--- config.mk ---
export PLATFORM = sky130hd
export DESIGN_NAME = pipe_stage
export DESIGN_NICKNAME = d
export VERILOG_FILES = /design/src/rtl/pipe_stage.sv
export SDC_FILE = /design/constraint.sdc
export NUM_CORES = 1
export LEC_CHECK = 0
export BUFFER_PORTS_ARGS = -buffer_cell sky130_fd_sc_hd__clkbuf_2
export CAP_MARGIN = 20
export CORE_MARGIN = 1
export CORE_UTILIZATION = 30
export DETAILED_ROUTE_END_ITERATION = 8
export GPL_TIMING_DRIVEN = 0
export PLACE_DENSITY_LB_ADDON = 0.1
export SYNTH_ARGS = -nofsm -noshare
export SYNTH_HDL_FRONTEND = slang
export SYNTH_SLANG_ARGS = --single-unit
--- constraint.sdc ---
create_clock -name clk -period 2.5 [get_ports clk]
set_input_delay 0.5 -clock clk [delete_from_list [all_inputs] [get_ports clk]]
set_output_delay 0.5 -clock clk [all_outputs]
set_load 0.03 [all_outputs]
--- src/rtl/pipe_stage.sv ---
// Valid/ready pipeline stage carrying a payload and instruction tag, with flush and stall counting.
// Define PIPE_STAGE_SKID_EN for the 2-entry skid build with a registered in_ready.
module pipe_stage #(
  parameter int DATA_W = 64,
  parameter int TAG_W  = 5,
  parameter int CNT_W  = 16
) (
  input  logic              clk,
  input  logic              rst,
  input  logic              in_valid,
  output logic              in_ready,
  input  logic [DATA_W-1:0] in_data,
  input  logic [TAG_W-1:0]  in_tag,
  output logic              out_valid,
  input  logic              out_ready,
  output logic [DATA_W-1:0] out_data,
  output logic [TAG_W-1:0]  out_tag,
  input  logic              flush,
  output logic [1:0]        occ,
  output logic [CNT_W-1:0]  stall_cnt
);

  typedef enum logic [1:0] {EMPTY = 2'd0, ONE = 2'd1, TWO = 2'd2} state_t;

  state_t            state, state_nxt;
  logic              in_fire, out_fire, load_main;
  logic [DATA_W-1:0] main_data, main_data_nxt;
  logic [TAG_W-1:0]  main_tag, main_tag_nxt;

  assign in_fire   = in_valid && in_ready;
  assign out_fire  = out_valid && out_ready;
  assign out_valid = (state != EMPTY);
  assign occ       = state;
  assign out_data  = main_data;
  assign out_tag   = main_tag;

`ifdef PIPE_STAGE_SKID_EN
  logic              in_ready_q, load_skid;
  logic [DATA_W-1:0] skid_data;
  logic [TAG_W-1:0]  skid_tag;

  assign in_ready = in_ready_q;

  always_comb begin
    state_nxt     = state;
    load_main     = 1'b0;
    load_skid     = 1'b0;
    main_data_nxt = in_data;
    main_tag_nxt  = in_tag;
    if (flush) begin
      state_nxt = EMPTY;
    end else begin
      case (state)
        EMPTY: if (in_fire) begin
          load_main = 1'b1;
          state_nxt = ONE;
        end
        ONE: if (in_fire && out_fire) begin
          load_main = 1'b1;
        end else if (in_fire) begin
          load_skid = 1'b1;
          state_nxt = TWO;
        end else if (out_fire) begin
          state_nxt = EMPTY;
        end
        TWO: if (out_fire) begin
          load_main     = 1'b1;
          main_data_nxt = skid_data;
          main_tag_nxt  = skid_tag;
          state_nxt     = ONE;
        end
        default: state_nxt = EMPTY;
      endcase
    end
  end

  // in_ready is derived from the next state so it never depends on out_ready combinationally
  always_ff @(posedge clk or posedge rst) begin
    if (rst) begin
      in_ready_q <= 1'b1;
      skid_data  <= '0;
      skid_tag   <= '0;
    end else begin
      in_ready_q <= (state_nxt != TWO);
      if (load_skid) begin
        skid_data <= in_data;
        skid_tag  <= in_tag;
      end
    end
  end
`else
  assign in_ready = !out_valid || out_ready;

  always_comb begin
    state_nxt     = state;
    load_main     = 1'b0;
    main_data_nxt = in_data;
    main_tag_nxt  = in_tag;
    if (flush) begin
      state_nxt = EMPTY;
    end else if (in_fire) begin
      load_main = 1'b1;
      state_nxt = ONE;
    end else if (out_fire) begin
      state_nxt = EMPTY;
    end
  end
`endif

  always_ff @(posedge clk or posedge rst) begin
    if (rst) begin
      state     <= EMPTY;
      main_data <= '0;
      main_tag  <= '0;
    end else begin
      state <= state_nxt;
      if (load_main) begin
        main_data <= main_data_nxt;
        main_tag  <= main_tag_nxt;
      end
    end
  end

  // Deliberately survives flush: it measures downstream back-pressure, not stage contents
  always_ff @(posedge clk or posedge rst) begin
    if (rst) begin
      stall_cnt <= '0;
    end else if (out_valid && !out_ready && (stall_cnt != '1)) begin
      stall_cnt <= stall_cnt + CNT_W'(1);
    end
  end

endmodule

==> run_results.csv, run 1 <==
group,metric,value,unit
clock_network,tritoncts,"built",
detailed_routing,detailroute.via_count,2396,
sta,setup_viol,0,
sta,rsz0062_at_grt,"no",
cells_and_area,area_growth_syn_to_layout,38.9,%
sta,slew_headroom,58.7,%
logic_synthesis,ys_seq_area_share,62.8,%
setup_path,endpoint_kind,"flip-flop",
die,die_w,109,um
sta,worst_pin_slew,615,ps
global_routing,grt.total_usage,14.3,%
clock_network,cts_num_sinks,86,
clock_network,htree_levels,3,
logic_synthesis,synthCells,228,
clock_network,clock_latency,340,ps
sta,hold_viol,0,
detailed_routing,drt.antenna.violating_nets,0,
power,p_leak,0.00239,uW
sta,finalSetupTns,0,ps
sta,fin_crit,2030,ps
cells_and_area,drive_gt1_share,65.8,%
clock_network,holdBufCountCts,0,
clock_network,root_buffer,"clkbuf_16",
die,initial_core_util,31.2,%
setup_path,worst-path-max-fanout,10,
sta,period_share,81.1,%
logic_synthesis,dominantRegCellSynth,"dfrtp_1",
die,io_pins,163,
logic_synthesis,mappedNetlistArea,3430,sq um
die,fp.dieH,109,um
global_routing,grt_pass1_wl,12700,um
logic_synthesis,async_flop_share,100,%
setup_path,crit_type,"reg2reg",
placement,dp_cells,531,
sta,timing.hold.ws,211,ps
logic_synthesis,ys_seq_elements,86,
clock_network,cts_resized,0,
die,die_area,11900,sq um
die,core_area,11000,sq um
cells_and_area,diodes,0,
clock_network,clk_pin_slew,60,ps
global_routing,grt_start_max_net_pins,40,
detailed_routing,wl_per_cell,13.9,um
global_routing,grt_pass1_vias,2551,
power,vdd_drop_max,0.577,mV
detailed_routing,drt_iter0_drc,45,
global_routing,antenna_found_initial,0,
logic_synthesis,syn-mean-instance-area,15.0,sq um
job,drv_cap,0,
clock_network,clockBufferDepth,2,
logic_synthesis,syn-num-nets,303,
run_status,status,"complete, no violations",
detailed_routing,drt_wl_total,7580,um
setup_path,cp.required,2720,ps
placement,numPortBuffers,161,
placement,dpl.hpwl,5710,um
clock_network,post-cts-setup-buffer-count,0,
power,p_per_area,900,nW/um^2
sta,drv_slew,0,
detailed_routing,dr.pass1.iters,4,
sta,fmax,0.493,GHz
cells_and_area,fill_cells,1055,
cells_and_area,multiInputGateArea,1210,sq um
hold_path,min_path_type,"in2async",
cells_and_area,regArea,2150,sq um
logic_synthesis,yosysWarningCount,0,
placement,gp_congestion,0.716,
clock_network,numCtsBuffers,9,
sta,skew,5.48,ps
global_routing,grt_overflow,0,
setup_path,crit_arrival,2250,ps
cells_and_area,nNetsFinal,477,
die,rows,38,
cells_and_area,fin_cells,546,
logic_synthesis,synth_edf_count,0,
logic_synthesis,synthDistinctLibCells,31,
detailed_routing,drc,0,
detailed_routing,vias_per_cell,4.39,
setup_path,crit_path_start_kind,"flip-flop",
## registers in the layout (all words and copies together), names as in the netlist
name	count
out_data	64
stall_cnt	16
out_tag	5
occ	1
## cell families (layout without fill, tap and decap cells)
group                      after synthesis  count (layout)  share of synthesized area [%]
xor gates and xnor gates                12              12                           3.07
other                                    1               1                          0.109
muxes                                   71              71                           23.3
AOI/OAI and AO/OA                        3               3                          0.438
adders and majority gates                1               1                          0.365
buffers and inverters                   11             189                           1.75
DFF                                     86              86                           62.8
and+or+nand+nor                         43              43                           8.14
## cell usage after synthesis (2+ instances only)
library cell  instances  area share (%)
mux2_2               70              23
nand3_1               4            0.58
nor3_1                7             1.0
nor2_1                9            0.99
dfrtp_1              86              63
o21ai_0               2            0.29
buf_4                 3            0.66
nand2_1               6            0.66
xor2_1               11             2.8
buf_2                 6            0.88
nand4_1               4            0.73
## routing by layer
metal,share of wire [%],vias to the layer above,track usage (%)
met4,1.2,0,4.34
li1,-,1148,-
met1,41,1143,16.8
met3,9.6,10,7.11
met5,0,-,0
met2,48,95,22.8
## area by class of cell
class	count	share of cell area, %
clock buffer	12	5.60
buffer	9	1.10
inverter	2	0.237
sequential	86	45.2
timing repair buffer	163	17.8
tap	140	3.68
multi-input combinational	131	25.5
clock inverter	3	0.894
## power by group
| group | switching (uW) | internal (uW) | leakage, uW |
|---|---|---|---|
| Clock | 528 | 848 | 0.000151 |
| Combinational | 727 | 396 | 0.00120 |
| Sequential | 161 | 1630 | 0.00104 |
## critical path, stage by stage (launching register included)
cell	delay, ps
dfrtp_1	420
nor2b_4	160
nor3b_2	420
buf_2	330
buf_4	230
mux2_2	350
## through the flow
step	instance area (sq um)	utilization [%]	setup WS, ps	total power, uW
5_1_grt	4760	43.3	271	4520
3_5_place_dp	4450	40.5	258	2950
3_3_place_gp	4410	40.2	249	2930
4_1_cts	4760	43.3	359	4360
2_1_floorplan	3430	-	637	2560
6_report	4760	43.3	471	4290
## layout by cell type (no fill, tap or decap), types with 2 or more instances in the layout
cell,count
buf_2,6
nand2_1,6
clkinvlp_4,2
buf_12,2
mux2_2,70
nor3_1,7
o21ai_0,2
clkbuf_16,9
nand4_1,4
nand3_1,4
buf_4,3
dfrtp_1,86
clkbuf_2,161
clkbuf_8,3
xor2_1,11
nor2_1,9
## final timing paths
| path | to | cells after the start | slack [ps] | startpoint |
|---|---|---|---|---|
| worst max-delay path | out_data[6]$_DFFE_PP0P_ | 5 | 470 | occ[0]$_DFFE_PP0P_ |
| worst min-delay path | out_data[50]$_DFFE_PP0P_ | 2 | 210 | rst |
| worst max register to register | out_data[6]$_DFFE_PP0P_ | 5 | 470 | occ[0]$_DFFE_PP0P_ |
| worst min register to register | out_data[2]$_DFFE_PP0P_ | 1 | 490 | out_data[2]$_DFFE_PP0P_ |
| max in group asynchronous | stall_cnt[2]$_DFFE_PP0P_ | 3 | 1710 | rst |
| min in group clk | occ[0]$_DFFE_PP0P_ | 2 | 340 | flush |
(Power assumes the default switching activity.)
==> inputs of run 2 (changes only) <==
Settings changed: ABC_AREA from default to 1.
Clock period 2.5 ns to 1.7 ns, I/O delays scaled along.
==> run 2 against run 1 <==
Hold slack lost 44 ps; fmax grew 30%; synthesized cell count grew 35%; highest routed layer unchanged; die area grew 7.9%; combinational power grew 58%.
==> run_results.csv, run 2 <==
group,metric,value,unit
cells_and_area,final_cell_mix,"clkbuf_2 (161), dfrtp_1 (85), mux2_2 (59), nand2_1 (59), inv_1 (18)",
cells_and_area,largest_reg_flops,64,
sta,drv_slew,0,
logic_synthesis,yosys-top-cells-area,"dfrtp_1 (58%), mux2_2 (18%), nand2_1 (6.0%)",
sta,rsz0062_at_grt,"no",
detailed_routing,vias_per_cell,4.45,
clock_network,clockBufferDepth,2,
die,initial_core_util,30.8,%
global_routing,grt_overflow,0,
sta,finalSetupTns,0,ps
cells_and_area,final_common_cell,"clkbuf_2",
clock_network,cts_num_sinks,86,
global_routing,antenna_found_initial,0,
clock_network,clock_latency,340,ps
setup_path,cp-startpoint,"stall_cnt[0]$_DFFE_PP0P_",
sta,period_share,91.8,%
cells_and_area,drive_gt1_share,56.9,%
logic_synthesis,async_flop_share,100,%
logic_synthesis,synth_most_common_cell,"dfrtp_1",
global_routing,grt_start_max_net_pins,38,
power,p_leak,0.00257,uW
cells_and_area,final_util,41.7,%
setup_path,r2r_cells,9,
placement,pre_cts_ws,87.3,ps
sta,fmax,0.641,GHz
placement,dp_cells,617,
setup_path,crit_arrival,1790,ps
sta,setup_viol,0,
setup_path,worst-path-max-fanout,10,
placement,gp_congestion,0.751,
setup_path,endpoint_kind,"flip-flop",
sta,hold_viol,0,
global_routing,grt_pass1_wl,13500,um
cells_and_area,multiInputGateArea,1400,sq um
logic_synthesis,yosysWarningCount,0,
die,io_pins,163,
detailed_routing,dr.pass1.iters,4,
clock_network,clk_pin_slew,60,ps
logic_synthesis,ys_seq_elements,86,
placement,numPortBuffers,161,
setup_path,r2r_end,"stall_cnt[15]$_DFFE_PP0P_",
clock_network,numCtsBuffers,9,
power,vdd_drop_max,0.597,mV
cells_and_area,regArea,2150,sq um
detailed_routing,wl_per_cell,13.3,um
cells_and_area,fill_cells,1207,
detailed_routing,drt.antenna.violating_nets,0,
setup_path,path_cells,"ha_2, nand3_2, inv_2, nand2_2, nor2_4, nor2_2, buf_6, nand2_1, nand2_1",
logic_synthesis,mappedNetlistArea,3700,sq um
detailed_routing,drc,0,
global_routing,grt_pass1_vias,2783,
detailed_routing,detailroute.via_count,2823,
logic_synthesis,yosys-top-cells-count,"dfrtp_1 (86), mux2_2 (59), nand2_1 (59), inv_1 (19), nor2_1 (17)",
cells_and_area,nNetsFinal,558,
die,die_area,12800,sq um
detailed_routing,drt_iter0_drc,62,
die,core_area,12000,sq um
die,fp.dieH,113,um
clock_network,htree_levels,3,
setup_path,crit_path_start_kind,"flip-flop",
setup_path,reg2reg_from,"stall_cnt[0]$_DFFE_PP0P_",
logic_synthesis,synth_top_area_cell,"dfrtp_1",
cells_and_area,diodes,0,
setup_path,cp_slowest_cell,"dfrtp_2",
clock_network,tritoncts,"built",
setup_path,crit_type,"reg2reg",
logic_synthesis,synthCells,307,
logic_synthesis,syn-num-nets,382,
setup_path,cpMostUsedCell,"nand2_1",
detailed_routing,drt_wl_total,8420,um
setup_path,worst-r2r-setup-slack,140,ps
die,die_w,113,um
setup_path,cpPeakStageDelay,420,ps
setup_path,worstSetupEndpoint,"stall_cnt[15]$_DFFE_PP0P_",
die,rows,40,
logic_synthesis,ys_seq_area_share,58.1,%
hold_path,min_path_type,"in2reg",
sta,worst_slack,139,ps
logic_synthesis,dominantRegCellSynth,"dfrtp_1",
sta,fin_crit,1560,ps
setup_path,cp.required,1930,ps
cells_and_area,area_growth_syn_to_layout,35.3,%
placement,dpl.hpwl,6400,um
logic_synthesis,syn-mean-instance-area,12.1,sq um
power,p_per_area,1220,nW/um^2
global_routing,grt.total_usage,13.9,%
logic_synthesis,synthDistinctLibCells,24,
run_status,status,"complete, no violations",
cells_and_area,fin_cells,634,
logic_synthesis,synth_edf_count,0,
clock_network,root_buffer,"clkbuf_16",
power,p_total,6120,uW
logic_synthesis,synth_top_area_share,58.1,%
sta,skew,5.51,ps
job,drv_cap,0,
run 2: cell count changes in the layout (fill, tap and decap cells not counted), moves of 10 or more:
cell / before / now
inv_1: 0 / 18
mux2_2: 70 / 59
mux2_4: 0 / 10
nand2_1: 6 / 59
xor2_1: 11 / 0
run 2: what timing repair did:
action	4_1_cts	5_1_grt
endpoints found under the setup margin	0	13
setup buffers	0	1
gates resized for setup	0	3
hold buffers	1	0
hold endpoints to repair	14	0
run 2: cells by family (layout without fill, tap and decap cells):
logic type / after synthesis / after routing / synth area share (%)
AND/OR/NAND/NOR: 104 / 104 / 12.6
other: 1 / 1 / 0.101
AO/OA/AOI/OAI: 12 / 12 / 2.03
XOR/XNOR: 3 / 3 / 0.710
buffers and inverters: 31 / 211 / 4.12
multiplexers: 69 / 69 / 22.0
adder cells (fa/ha/maj): 1 / 1 / 0.338
flip-flops: 86 / 86 / 58.1
run 2: worst min path at each step:
stage               cells after the start                        to                     from
global placement                        1   out_data[1]$_DFFE_PP0P_  out_data[1]$_DFFE_PP0P_
detailed placement                      2  out_data[31]$_DFFE_PP0P_                      rst
finish                                  2        occ[0]$_DFFE_PP0P_                    flush
CTS                                     2        occ[0]$_DFFE_PP0P_                    flush
global route                            2        occ[0]$_DFFE_PP0P_                    flush
floorplan                               1        occ[0]$_DFFE_PP0P_                    flush
run 2: per-stage QoR:
stage	hold slack [ps]	instance area, sq um
2_1_floorplan	403	3710
4_1_cts	150	5000
5_1_grt	165	5010
3_5_place_dp	353	4740
3_3_place_gp	488	4700
6_report	167	5010
run 2: layout make-up:
class	count	share of cell area (%)
Sequential cell	86	43.0
Multi-Input combinational cell	190	28.0
Timing Repair Buffer	165	17.2
Clock buffer	13	4.79
Tap cell	147	3.67
Inverter	21	1.65
Buffer	10	1.47
Clock inverter	2	0.200
run 2: worst max-delay path, delay by kind of cell, from the launching register on:
family	cells	cell delay (ps)
DFF	1	420
and+or+nand+nor	6	540
buffers and inverters	2	270
adders and majority gates	1	230
run 2: metal layers:
layer | wire length [um] | global-route usage [%] | vias up
met5 | 0 | 0 | -
met4 | 183 | 7.63 | 0
met3 | 629 | 4.66 | 12
met2 | 4020 | 22.2 | 96
met1 | 3590 | 16.4 | 1350
li1 | - | - | 1365
run 2: power by group:
| part | internal [uW] | switching [uW] |
|---|---|---|
| sequential | 2390 | 227 |
| clock | 979 | 751 |
| combinational | 649 | 1120 |
| total | 4020 | 2100 |
